## src/rtl/digit_scan_ctrl.sv

```systemverilog
// rtl/digit_scan_ctrl.sv - 4-digit display scan controller with frame-synchronous data commit
module digit_scan_ctrl #(
    parameter int DWELL_CYCLES = 50000,
    parameter int BLANK_CYCLES = 500,
    parameter int CNT_W        = 16
) (
    input  logic        clk,
    input  logic        rst,
    input  logic        run,
    input  logic [15:0] digits_in,
    input  logic        load,
    output logic [1:0]  sel,
    output logic        sel_en,
    output logic [3:0]  digit_out,
    output logic        frame_done,
    output logic        load_pending
);

    typedef enum logic [1:0] {IDLE, DWELL, BLANK} state_t;

    localparam logic [CNT_W-1:0] DW_LAST = CNT_W'(DWELL_CYCLES - 1);
    localparam logic [CNT_W-1:0] BL_LAST = CNT_W'((BLANK_CYCLES > 0) ? BLANK_CYCLES - 1 : 0);
    localparam bit               HAS_BLANK = (BLANK_CYCLES > 0);

    state_t           state, state_n;
    logic [1:0]       sel_n;
    logic [CNT_W-1:0] cnt, cnt_n;
    logic             slot_end;
    logic             boundary;
    logic [15:0]      active, shadow;

    always_comb begin
        state_n  = state;
        sel_n    = sel;
        cnt_n    = cnt;
        slot_end = 1'b0;
        if (!run) begin
            state_n = IDLE;
            sel_n   = 2'd0;
            cnt_n   = '0;
        end else begin
            case (state)
                IDLE: begin
                    state_n = DWELL;
                    sel_n   = 2'd0;
                    cnt_n   = '0;
                end
                DWELL: begin
                    if (cnt == DW_LAST) begin
                        cnt_n = '0;
                        if (HAS_BLANK) state_n = BLANK;
                        else           slot_end = 1'b1;
                    end else begin
                        cnt_n = cnt + 1'b1;
                    end
                end
                BLANK: begin
                    if (cnt == BL_LAST) begin
                        cnt_n    = '0;
                        slot_end = 1'b1;
                    end else begin
                        cnt_n = cnt + 1'b1;
                    end
                end
                default: begin
                    state_n = IDLE;
                    sel_n   = 2'd0;
                    cnt_n   = '0;
                end
            endcase
            if (slot_end) begin
                state_n = DWELL;
                sel_n   = sel + 2'd1;
            end
        end
        boundary = slot_end && (sel == 2'd3);
    end

    always_ff @(posedge clk or posedge rst) begin
        if (rst) begin
            state      <= IDLE;
            sel        <= 2'd0;
            cnt        <= '0;
            sel_en     <= 1'b0;
            frame_done <= 1'b0;
        end else begin
            state      <= state_n;
            sel        <= sel_n;
            cnt        <= cnt_n;
            sel_en     <= (state_n == DWELL);
            frame_done <= boundary;
        end
    end

    // A load coinciding with the frame boundary bypasses the shadow entirely
    always_ff @(posedge clk or posedge rst) begin
        if (rst) begin
            active       <= '0;
            shadow       <= '0;
            load_pending <= 1'b0;
        end else if (state == IDLE) begin
            if (load) begin
                active       <= digits_in;
                load_pending <= 1'b0;
            end
        end else if (boundary) begin
            if (load)              active <= digits_in;
            else if (load_pending) active <= shadow;
            load_pending <= 1'b0;
        end else if (load) begin
            shadow       <= digits_in;
            load_pending <= 1'b1;
        end
    end

    assign digit_out = active[4*sel +: 4];

endmodule
```

## config.mk

```make
export PLATFORM = sky130hd
export DESIGN_NAME = digit_scan_ctrl
export DESIGN_NICKNAME = d
export VERILOG_FILES = /design/src/rtl/digit_scan_ctrl.sv
export SDC_FILE = /design/constraint.sdc
export NUM_CORES = 1
export LEC_CHECK = 0
export ABC_CLOCK_PERIOD_IN_PS = 7800
export BUFFER_PORTS_ARGS = -buffer_cell sky130_fd_sc_hd__buf_2
export CORE_MARGIN = 2
export CORE_UTILIZATION = 55
export DETAILED_ROUTE_END_ITERATION = 6
export GPL_TIMING_DRIVEN = 0
export HOLD_SLACK_MARGIN = 0.05
export PLACE_DENSITY_LB_ADDON = 0.15
export SETUP_SLACK_MARGIN = 0.5
export SLEW_MARGIN = 30
export SYNTH_ARGS = -nofsm -noshare
export SYNTH_HDL_FRONTEND = slang
export SYNTH_SLANG_ARGS = --single-unit
```

## constraint.sdc

```tcl
create_clock -name clk -period 7.8 [get_ports clk]
set_clock_uncertainty 0.2 [all_clocks]
set_input_delay 1.56 -clock clk [delete_from_list [all_inputs] [get_ports clk]]
set_output_delay 1.56 -clock clk [all_outputs]
set_load 0.05 [all_outputs]
```

# Word-level counts from Yosys, hierarchy flattened
# Index checks and enable logic that the tools add are counted.
[op_classes]
n_mux = 24
reduce_logical = 8
eq_ne = 9
bitwise_logic = 2
shifts = 1
n_addsub = 2
[op_table]
columns = ["operator", "count"]
rows = [
  ["$mux 16", 8],
  ["$pmux 16 s2", 1],
  ["$add 16x1->16 const B", 1],
  ["$eq 16x16->1 const B", 1],
  ["$eq 16x9->1 const B", 1],
  ["$shiftx 16x5->4", 1],
  ["$mux 2", 6],
  ["$mux 1", 8],
  ["$pmux 2 s3", 1],
  ["$reduce_and 3->1", 2],
  ["$eq 2x1->1 const B", 2],
  ["$eq 2x2->1 const B", 2],
  ["$reduce_bool 2->1", 2],
  ["$ne 3x2->1 const B", 1],
  ["$ne 3x3->1 const B", 1],
  ["$add 2x1->2 const B", 1],
  ["$logic_not 2->1", 1],
  ["$ne 2x2->1 const B", 1],
  ["$not 1->1", 2],
  ["$reduce_and 2->1", 1],
  ["$reduce_or 2->1", 1],
  ["$logic_and 1x1->1", 1],
]
[word_totals]
regBits = 55
input_bits = 20
wordCells = 54
output_inout_bits = 9

# Depth between registers and ports, before layout
# Gate-level depths: netlist (run 1).
[depth]
ltp_word = 8
depth_mapped = 7

# Least setup slack after synthesis (run 1)
# OpenSTA, ideal clock, no wires.
[synth_path]
kind = "flip-flop to output port"
from = "register sel[1]"
to = "output port digit_out[0]"
stages_incl_launch_ff = 3
arrival_ns = 1.645
path_slack_ns = 4.395
n_path_buf = 1
path_cell_list = "dfrtp_1 > clkbuf_1 > mux4_2"
[synth_via]
elab_chain_cells = 1
[synth_lines]
columns = ["item", "line_no", "text"]
rows = [
  ["start, declared", "12", "output logic [1:0] sel,"],
  ["start signal, assigned", "88", "sel <= sel_n;"],
  ["$shiftx 16x5->4", "116", "assign digit_out = active[4*sel +: 4];"],
  ["end, declared", "14", "output logic [3:0] digit_out,"],
]
# No other way between the ends.

# Final worst setup path (run 1)
[layout_path]
from = "register sel[1]"
to = "output port digit_out[2]"
# The elaborated chain is that of the path after synthesis.

==> results of run 1 <==
per-stage QoR:
stage | worst slack [ns] | utilization | total power (uW) | instance area [um2] | hold WS [ns]
after floorplan | 4.40 | - | 423 | 2840 | 0.255
after global placement | 3.97 | 0.606 | 450 | 3060 | 0.272
after detailed placement | 4.41 | 0.611 | 456 | 3080 | 0.284
after CTS | 4.20 | 0.630 | 619 | 3180 | 0.298
after global routing | 4.11 | 0.630 | 646 | 3180 | 0.310
final | 4.23 | 0.630 | 615 | 3180 | 0.292
registers in the layout, summed over array words and instances, names as in the netlist:
register and count:
active 16, cnt 16, shadow 16, sel 2, state 2, frame_done 1, load_pending 1, sel_en 1
cell type report:
| type | instances | area, um2 |
|---|---|---|
| Timing Repair Buffer | 28 | 155 |
| Clock inverter | 1 | 8.76 |
| Clock buffer | 7 | 86.3 |
| Tap cell | 70 | 87.6 |
| Inverter | 9 | 36.3 |
| Buffer | 15 | 71.3 |
| Multi-Input combinational cell | 192 | 1350 |
| Sequential cell | 55 | 1380 |
| Fill cell | 437 | 1870 |
logic make-up after synthesis:
| group | count (synthesis) |
|---|---|
| flip-flops | 55 |
| buffers and inverters | 24 |
| adder cells (fa/ha/maj) | 6 |
| XOR/XNOR | 14 |
| AO/OA/AOI/OAI | 49 |
| AND/OR/NAND/NOR | 103 |
| multiplexers | 20 |
layout by cell type, fill, tap and decap left out, types with 6 or more instances in the layout:
cell	count
a21oi_1	21
buf_2	30
clkbuf_1	11
clkbuf_8	6
dfrtp_1	55
ha_1	6
inv_1	8
mux2_2	16
nand2_1	12
nand3_1	8
nor2_1	50
nor3_1	6
o221a_1	10
o221a_2	6
xnor2_1	13
power by group:
group	leakage [uW]	switching, uW	internal (uW)	total (uW)
clock network	0.0000484	91.1	73.0	164
registers	0.000679	22.8	322	345
logic	0.000541	57.7	48.6	106
critical path, cell delays in order, from the launching register on:
cell and delay (ns):
dfrtp_1 0.39, clkbuf_1 0.34, mux4_2 0.56, buf_2 0.23
worst min-delay path by stage:
stage,start,to,slack (ns),depth (start not counted)
3_5_place_dp,cnt[0]$_DFF_PP0_,cnt[0]$_DFF_PP0_,0.28,1
6_report,cnt[0]$_DFF_PP0_,cnt[0]$_DFF_PP0_,0.29,1
2_1_floorplan,cnt[0]$_DFF_PP0_,cnt[0]$_DFF_PP0_,0.25,1
4_1_cts,cnt[0]$_DFF_PP0_,cnt[0]$_DFF_PP0_,0.30,1
3_3_place_gp,cnt[0]$_DFF_PP0_,cnt[0]$_DFF_PP0_,0.27,1
5_1_grt,cnt[0]$_DFF_PP0_,cnt[0]$_DFF_PP0_,0.31,1
routing by layer:
metal | wire [um] | up-vias | share of wire
li1 | - | 1051 | -
met1 | 2840 | 1099 | 0.47
met2 | 2820 | 60 | 0.47
met3 | 289 | 6 | 0.048
met4 | 53 | 0 | 0.0088
met5 | 0 | - | 0
==> results by group, run 1 <==
Clock tree
  – Clock transition at path regs: 0.10 ns
  – Post-CTS setup buffer count: 0
  – Clock sink count: 55
  – Cts bufs inserted: 5
  – CTS tree: done
  – CTS Buffer Depth: 2
  – # hold bufs at CTS: 0
  – Clock Tree Root: clkbuf_8
  – Clock latency on the worst-skew pair: 0.30 ns
  – H-tree Lvls: 2
  – Post-CTS sizing: 0

Setup path
  – CP Launch Type: register
  – Crit Path Category: register to output port
  – CP max FO: 5
  – Critical R2R Launch: cnt[9]$_DFF_PP0_
  – Worst Path Required: 6.04 ns
  – CP Capture Type: output port
  – FF-to-FF End: active[11]$_DFFE_PP0P_
  – Crit path launch: sel[1]$_DFFE_PP0P_
  – Endpoint arrival time on the critical path: 1.81 ns
  – Worst Reg-to-Reg Cells: 5
  – CP endpoint: digit_out[2]
  – R2R setup slack: 4.79 ns

Synth
  – Count leader, synth: dfrtp_1
  – Top cell type's share of synthesized area: 0.485
  – Syn Area/Cell: 10.5 um2
  – Flop and latch count out of synthesis: 55
  – Synthesized area: 2840 um2
  – Synth async-reset ratio: 1.00
  – Net Count, Synth: 297
  – Synth Area in Adders: 0.0265
  – Post-synth top flop: dfrtp_1
  – Synth Area in XOR/XNOR: 0.0432
  – EDFF count, synth: 0
  – Largest family of logic cells by synthesized area: simple AND/OR/NAND/NOR gates
  – Compound-Gate Fraction of Synth Area: 0.133
  – Netlist cell types: 41
  – Synth area leader: dfrtp_1
  – Synthesized netlist cell count: 271
  – Post-synthesis simple-gate area fraction: 0.179
  – Synth area leaders: dfrtp_1 49%, nor2_1 6.6%, mux2_2 6.4%
  – Mux cell area share after synthesis: 0.0953
  – Commonest cells post-synth: 55 x dfrtp_1, 50 x nor2_1, 21 x a21oi_1
  – Synth warn: 0
  – Sequential area share after synthesis: 0.485

Die
  – Width of the chip: 75.8 um
  – Starting Density: 0.562
  – Rows: 26
  – Core box area: 5040 um2
  – Die Y: 75.8 um
  – Io pins: 29
  – Die Area: 5740 um2

Timing
  – Fmax: 280 MHz
  – Slew Viols, Final: 0
  – Measured slew at the worst slew-check pin: 0.813 ns
  – Setup TNS: 0 ns
  – Slew headroom: 0.453
  – Final hold violation count: 0
  – Period utilization: 0.457
  – RSZ-0062 raised after global routing: no
  – Setup violations, final: 0
  – Tmin final: 3.57 ns

GRT
  – Largest net degree at the start of global routing: 42
  – First-pass GRT wire length: 10,100 um
  – GR Util met3: 0.0489
  – GR Util met2: 0.363
  – Vias in the first global route: 2,125
  – Most used routing layer: met2
  – Gr usage total: 0.233
  – Grt total ovfl: 0
  – Met1 Use GR: 0.335
  – Initial antenna violation count: 0

Layout
  – Antenna cells: 0
  – P&R area growth vs syn: 12.0%
  – Finished Layout Cells: 377
  – Final nets: 332
  – Layout cell share with drive strength beyond 1: 0.231

Power
  – PD cells: 194 nW/um2
  – Peak supply drop: 0.109 mV
  – Leakage power total: 0.00127 uW

Route
  – ANT nets after route: 0
  – First drt pass iteration count: 4
  – Drt drc: 0
  – Vias post-DR: 2,216
  – Starting DRT DRC Count: 147
  – Via density: 5.88
  – Routed len/inst: 15.9 um
  – Post-Route WL: 6000 um

Status
  – Run status: complete, no violations

Placed design
  – Placed Instances: 369
  – Routability congestion estimate: 0.872
  – Port bufs: 27
  – Post-DP HPWL: 4250 um

Job
  – Max Cap Viol: 0

Hold path
  – Hold crit path type: register to register
(Power assumes the default switching activity.)
==> run 2: changes to the inputs <==
ABC_CLOCK_PERIOD_IN_PS = 3400   (was 7800)
clock period = 3.4 ns   (was 7.8 ns; I/O delays follow)
==> run 2 against run 1 <==
  * Clock-buffer cell count stayed put
  * Sequential share of layout area fell by 0.74 points
  * Highest routed layer unchanged
  * Combinational power up 130%
  * Utilization is 1.1 points higher
  * Critical path type is now register to register
  * Largest power group unchanged
  * Die area did not move
  * Critical endpoint is now active[13]$_DFFE_PP0P_
  * Clock power increased by 130%
  * Global-route usage increased by 0.056 points
==> results by group, run 2 (same netlist as run 1, synthesis figures left out) <==
Die
  – Starting Density: 0.562 (unchanged)
  – Die Area: 5740 um2 (unchanged)
  – Io pins: 29 (unchanged)
  – Die Y: 75.8 um (unchanged)
  – Core box area: 5040 um2 (unchanged)
  – Width of the chip: 75.8 um (unchanged)
  – Rows: 26 (unchanged)

Power
  – Clock power frac: 0.266 (about the same)
  – Comb pwr share: 0.175 (+0.002)
  – P_sw: 394 uW (+130%)
  – Internal power: 1020 uW (+130%)
  – Sw Share: 0.278 (-0.000295)
  – PD cells: 438 nW/um2 (+130%)
  – Peak supply drop: 0.250 mV (+130%)
  – Reg power frac: 0.559 (-0.002)
  – Leakage power total: 0.00129 uW (+2.0%)

Route
  – First drt pass iteration count: 4 (unchanged)
  – Starting DRT DRC Count: 106 (-28%)
  – Drt drc: 0 (unchanged)
  – ANT nets after route: 0 (unchanged)
  – Vias post-DR: 2,203 (-0.59%)
  – Routed len/inst: 15.9 um (-0.24%)
  – Via density: 5.78 (-1.6%)
  – Post-Route WL: 6050 um (+0.82%)

Setup path
  – Crit path launch: cnt[0]$_DFF_PP0_
  – Crit Path Category: register to register
  – CP Capture Type: register
  – Largest delay share family, worst path: simple AND/OR/NAND/NOR gates
  – Critical path buffers and inverters: 2 (unchanged)
  – CP Launch Type: register
  – Cell chain of the critical path: ha_2, or4b_4, or4_4, or4_1, buf_2, buf_6, o221a_1
  – Critical R2R Launch: cnt[0]$_DFF_PP0_
  – Worst Path Required: 3.40 ns (-2.64 ns)
  – CP peak stage delay: 0.47 ns (-0.09 ns)
  – Max stage delay cell, worst path: or4b_4
  – Endpoint arrival time on the critical path: 2.81 ns (+1.00 ns)
  – CP max FO: 10 (+5)

Timing
  – Measured slew at the worst slew-check pin: 0.523 ns (-0.290 ns)
  – Min Hold Slack: 0.0817 ns (-0.211 ns)
  – RSZ-0062 raised after global routing: no
  – Final hold violation count: 0 (unchanged)
  – Tmin final: 2.81 ns
  – Setup TNS: 0 ns (unchanged)
  – Setup violations, final: 0 (unchanged)
  – Slew Viols, Final: 0 (unchanged)
  – Slew headroom: 0.652 (+0.198)
  – Fmax: 356 MHz
  – Period utilization: 0.827

Clock tree
  – Clock latency on the worst-skew pair: 0.30 ns (about the same)
  – Clock sink count: 55 (unchanged)
  – CTS tree: done
  – H-tree Lvls: 2 (unchanged)
  – Clock Tree Root: clkbuf_8
  – CTS Buffer Depth: 2 (unchanged)
  – Clock transition at path regs: 0.10 ns (about the same)
  – Cts bufs inserted: 5 (unchanged)

Placed design
  – Post-DP HPWL: 4250 um (unchanged)
  – Routability congestion estimate: 0.872 (unchanged)
  – Placed Instances: 369 (unchanged)
  – Port bufs: 27 (unchanged)
  – Dpl cell area: 3080 um2 (unchanged)

GRT
  – Largest net degree at the start of global routing: 42 (unchanged)
  – Gr usage total: 0.234 (+0.000559)
  – First-pass GRT wire length: 10,200 um (+0.20%)
  – Initial antenna violation count: 0 (unchanged)
  – Vias in the first global route: 2,129 (+0.19%)
  – Grt total ovfl: 0 (unchanged)

Layout
  – Top flop regs: active (16), cnt (16), shadow (16)
  – Fill count: 427 (-2.3%)
  – Final nets: 336 (+1.2%)
  – Antenna cells: 0 (unchanged)
  – Finished Layout Cells: 381 (+1.1%)
  – Design area: 3230 um2 (+1.7%)
  – Final core utilization: 0.641 (+0.0109)
  – Layout cell share with drive strength beyond 1: 0.254 (+0.0227)
  – Commonest cells after routing, fill and taps aside: 55 x dfrtp_1, 50 x nor2_1, 30 x buf_2
  – Commonest non-fill, non-tap cell in the layout: dfrtp_1
  – P&R area growth vs syn: 13.9%

Status
  – Run status: complete, no violations

Job
  – Max Cap Viol: 0 (unchanged)

Hold path
  – Hold crit path type: input pin to async pin
==> run 2: cell types whose count changed in the layout (fill, tap and decap cells not counted) <==
cell / change
buf_4: +4
or4_4: +1
ha_2: +1
nor4_2: +1
nor4_1: -1
or4b_4: +1
o211ai_2: -1
or4b_1: -1
ha_1: -1
or4_1: -1
o211ai_4: +1
==> run 2: timing repair <==
action                                  4_1_cts  5_1_grt
endpoints found under the setup margin       20       20
hold buffers                                  0        0
setup buffers                                 0        4
pin swaps                                     1        1
gates resized for setup                       2        3
==> run 2: worst reg2reg max path, cell delays in order (launching register included) <==
cell     delay [ns]
dfrtp_1        0.40
ha_2           0.22
or4b_4         0.47
or4_4          0.43
or4_1          0.40
buf_2          0.17
buf_6          0.15
o221a_1        0.25
==> run 2: layout make-up <==
type	instances	area (um2)	area share
plain buffers	15	71.3	0.0221
inverters	9	36.3	0.0112
multi-input cells	192	1380	0.427
clock buffers	7	86.3	0.0267
clock inverters	1	8.76	0.00271
flip-flops and latches	55	1380	0.426
repair buffers	32	185	0.0573
well taps	70	87.6	0.0271
==> run 2: per-stage QoR <==
step	setup WS, ns	total power (uW)
after floorplan	0.722	971
after global placement	0.428	1030
after detailed placement	0.424	1050
after CTS	0.500	1420
final	0.587	1420
after global routing	0.508	1490
==> run 2: path summary, 6_finish.rpt <==
check,endpoint,slack (ns),depth (start not counted)
setup / recovery,active[13]$_DFFE_PP0P_,0.59,7
max in group asynchronous,active[2]$_DFFE_PP0P_,2.45,3
setup reg to reg,active[13]$_DFFE_PP0P_,0.59,7
hold reg to reg,cnt[0]$_DFF_PP0_,0.30,1
hold / removal,cnt[14]$_DFF_PP0_,0.08,2
min in group clk,cnt[0]$_DFF_PP0_,0.30,1
==> run 2: layer usage <==
metal	wire length, um	GRT usage
met3	225	0.0489
met1	2900	0.336
met2	2880	0.364
met5	0	0
met4	49	0.0604
==> run 2: power groups by stage <==
stage / Clock, uW / Sequential (uW) / Combinational (uW)
after floorplan: 0 / 794 / 177
after global placement: 0 / 798 / 236
after detailed placement: 0 / 801 / 246
after CTS: 384 / 788 / 248
after global routing: 414 / 801 / 271
final: 377 / 791 / 248
==> run 3: changes to the inputs <==
ABC_AREA = 1   (was unset)
ABC_CLOCK_PERIOD_IN_PS = 2800   (was 3400)
clock period = 2.8 ns   (was 3.4 ns; I/O delays follow)
==> run 3 against run 2 <==
  * Non-clock buffer count fell by 5
  * Flip-flop and latch count unchanged
  * Synthesized cell count increased by 34%
  * Critical endpoint is now digit_out[2]
  * Clock-buffer cell count is 2 lower
  * Critical path depth is 3 lower
  * First-iteration DRC count grew 53%
  * Wire length grew 1.8%
  * Highest routed layer unchanged
==> results by group, run 3 <==
Die
  – Die Y: 77.3 um (+1.9%)
  – Core box area: 5140 um2 (+1.9%)
  – Die Area: 5970 um2 (+3.9%)
  – Io pins: 29 (unchanged)
  – Starting Density: 0.574 (+0.0122)
  – Rows: 26 (unchanged)
  – Width of the chip: 77.3 um (+1.9%)

Setup path
  – CP Launch Type: register
  – R2R setup slack: 0.61 ns (+0.02 ns)
  – CP max FO: 10 (unchanged)
  – CP Capture Type: output port
  – Worst Reg-to-Reg Cells: 7 (unchanged)
  – FF-to-FF End: active[6]$_DFFE_PP0P_
  – Critical R2R Launch: state[0]$_DFF_PP0_
  – Endpoint arrival time on the critical path: 1.46 ns (-1.35 ns)
  – Worst Path Required: 2.04 ns (-1.36 ns)
  – Crit Path Category: register to output port

Hold path
  – Hold crit path type: register to register
  – Hold path depth: 2
  – Hold Path Sink: shadow[2]$_DFFE_PP0P_
  – HP Start: shadow[2]$_DFFE_PP0P_

Synth
  – Count leader, synth: nand2_1
  – Post-synth top flop: dfrtp_1
  – Flop and latch count out of synthesis: 55 (unchanged)
  – Compound-Gate Fraction of Synth Area: 0.0411 (-0.0922)
  – Mux cell area share after synthesis: 0.0610 (-0.0343)
  – Synth Area in XOR/XNOR: 0.0237 (-0.0195)
  – Top cell type's share of synthesized area: 0.466 (-0.0193)
  – Synth Area in Adders: 0.0254 (-0.00105)
  – Synthesized netlist cell count: 363 (+34%)
  – Syn Area/Cell: 8.13 um2 (-22%)
  – Synth async-reset ratio: 1.00 (unchanged)
  – Synthesized area: 2950 um2 (+4.1%)
  – Largest family of logic cells by synthesized area: simple AND/OR/NAND/NOR gates
  – Commonest cells post-synth: 102 x nand2_1, 55 x dfrtp_1, 43 x nor2_1
  – Synth area leader: dfrtp_1
  – Net Count, Synth: 389 (+31%)
  – Synth warn: 0 (unchanged)
  – EDFF count, synth: 0 (unchanged)
  – Synth area leaders: dfrtp_1 47%, nand2_1 13%, mux2_2 6.1%
  – Sequential area share after synthesis: 0.466 (-0.0193)
  – Netlist cell types: 26 (-37%)
  – Post-synthesis simple-gate area fraction: 0.322 (+0.143)

Timing
  – Period utilization: 0.795
  – Min Hold Slack: 0.271 ns (+0.190 ns)
  – Slew Viols, Final: 0 (unchanged)
  – Setup violations, final: 0 (unchanged)
  – Final hold violation count: 0 (unchanged)
  – RSZ-0062 raised after global routing: yes
  – Setup TNS: 0 ns (unchanged)
  – Fmax: 449 MHz
  – Slew headroom: 0.698 (+0.0464)
  – Tmin final: 2.22 ns
  – Measured slew at the worst slew-check pin: 0.453 ns (-0.0696 ns)

Power
  – Leakage power total: 0.00163 uW (+26%)
  – Sw Share: 0.300 (+0.0218)
  – P_sw: 506 uW (+28%)
  – Comb pwr share: 0.191 (+0.016)
  – Reg power frac: 0.550 (-0.009)
  – PD cells: 496 nW/um2 (+13%)
  – Internal power: 1180 uW (+15%)
  – Final Power: 1680 uW (+19%)
  – Peak supply drop: 0.260 mV (+3.8%)
  – Clock power frac: 0.259 (-0.007)

Clock tree
  – Clock Tree Root: clkbuf_8
  – H-tree Lvls: 2 (unchanged)
  – Post-CTS setup buffer count: 0 (unchanged)
  – Clock latency on the worst-skew pair: 0.31 ns (about the same)
  – Clock transition at path regs: 0.10 ns (about the same)
  – CTS Buffer Depth: 2 (unchanged)
  – Clock sink count: 55 (unchanged)
  – Cts bufs inserted: 5 (unchanged)
  – CTS tree: done

Layout
  – Final nets: 426 (+27%)
  – P&R area growth vs syn: 15.0%
  – Commonest cells after routing, fill and taps aside: 101 x nand2_1, 55 x dfrtp_1, 42 x nor2_1
  – Commonest non-fill, non-tap cell in the layout: nand2_1
  – Layout cell share with drive strength beyond 1: 0.192 (-0.0620)
  – Design area: 3390 um2 (+5.1%)
  – Antenna cells: 0 (unchanged)
  – Top flop regs: active (16), cnt (16), shadow (16)
  – Finished Layout Cells: 471 (+24%)

Route
  – ANT nets after route: 0 (unchanged)
  – Routed len/inst: 13.1 um (-18%)
  – Post-Route WL: 6160 um (+1.8%)
  – Drt drc: 0 (unchanged)
  – Starting DRT DRC Count: 162 (+53%)
  – Via density: 5.28 (-8.8%)
  – First drt pass iteration count: 4 (unchanged)
  – Vias post-DR: 2,485 (+13%)

GRT
  – Vias in the first global route: 2,306 (+8.3%)
  – First-pass GRT wire length: 10,800 um (+6.0%)
  – Largest net degree at the start of global routing: 48 (+14%)
  – Grt total ovfl: 0 (unchanged)
  – Gr usage total: 0.221 (-0.0129)
  – Initial antenna violation count: 0 (unchanged)

Job
  – Max Cap Viol: 0 (unchanged)

Placed design
  – Port bufs: 28 (+3.7%)
  – Placed Instances: 462 (+25%)
  – Dpl cell area: 3270 um2 (+6.0%)
  – Post-DP HPWL: 4610 um (+8.5%)
  – Routability congestion estimate: 0.895 (+2.6%)

Status
  – Run status: complete, no violations
run 3: kinds of logic (layout without fill, tap and decap cells):
logic type      count (synthesis)  count (layout)
simple gates                  213             213
flops                          55              55
buf+inv                        43              81
compound gates                 22              22
mux                            16              16
xor+xnor                        8               8
fa+ha+maj                       6               6
run 3: what timing repair did:
item / 4_1_cts / 5_1_grt
endpoints found under the hold margin: 8 / 0
gates resized for setup: 2 / 18
setup endpoints to repair: 14 / 35
hold buffers: 1 / 0
run 3: layout make-up:
type                       instances  area, um2
clock inverter                     3       20.0
timing repair buffer              30        188
clock buffer                       5       68.8
multi-input combinational        265       1470
fill                             482       1750
inverter                          31        119
sequential                        55       1380
tap                               70       87.6
buffer                            12       70.1
run 3: how the worst max path moves through the flow:
stage                                  start                    end  slack [ns]  cells after the start
final                     sel[0]$_DFFE_PP0P_           digit_out[2]        0.58                      4
after global routing      sel[1]$_DFFE_PP0P_           digit_out[1]        0.50                      4
after CTS                 sel[0]$_DFFE_PP0P_           digit_out[2]        0.47                      4
after detailed placement  state[0]$_DFF_PP0_  active[6]$_DFFE_PP0P_        0.37                      7
after global placement                   rst  active[7]$_DFFE_PP0P_       -0.05                      2
after floorplan           sel[0]$_DFFE_PP0P_           digit_out[0]        0.55                      3
run 3: critical path: stages, from the launching register on:
cell,delay [ns]
dfrtp_1,0.42
clkbuf_4,0.20
nor2_1,0.22
o22ai_4,0.10
clkbuf_4,0.22
run 3: per-stage QoR:
stage               worst slack [ns]  utilization
global placement             -0.0482        0.630
floorplan                      0.545            -
global route                   0.497        0.660
detailed placement             0.366        0.635
finish                         0.575        0.660
CTS                            0.472        0.655
run 3: power groups by stage:
| stage | logic, uW | registers [uW] | clock network [uW] |
|---|---|---|---|
| final | 321 | 926 | 437 |
| after global placement | 301 | 938 | 0 |
| after CTS | 315 | 925 | 445 |
| after detailed placement | 312 | 941 | 0 |
| after global routing | 358 | 937 | 472 |
| after floorplan | 228 | 937 | 0 |
run 3: metal layers:
metal | global-route usage | wire (um)
met1 | 0.366 | 3320
met2 | 0.302 | 2500
met3 | 0.0341 | 283
met4 | 0.0482 | 56
met5 | 0 | 0
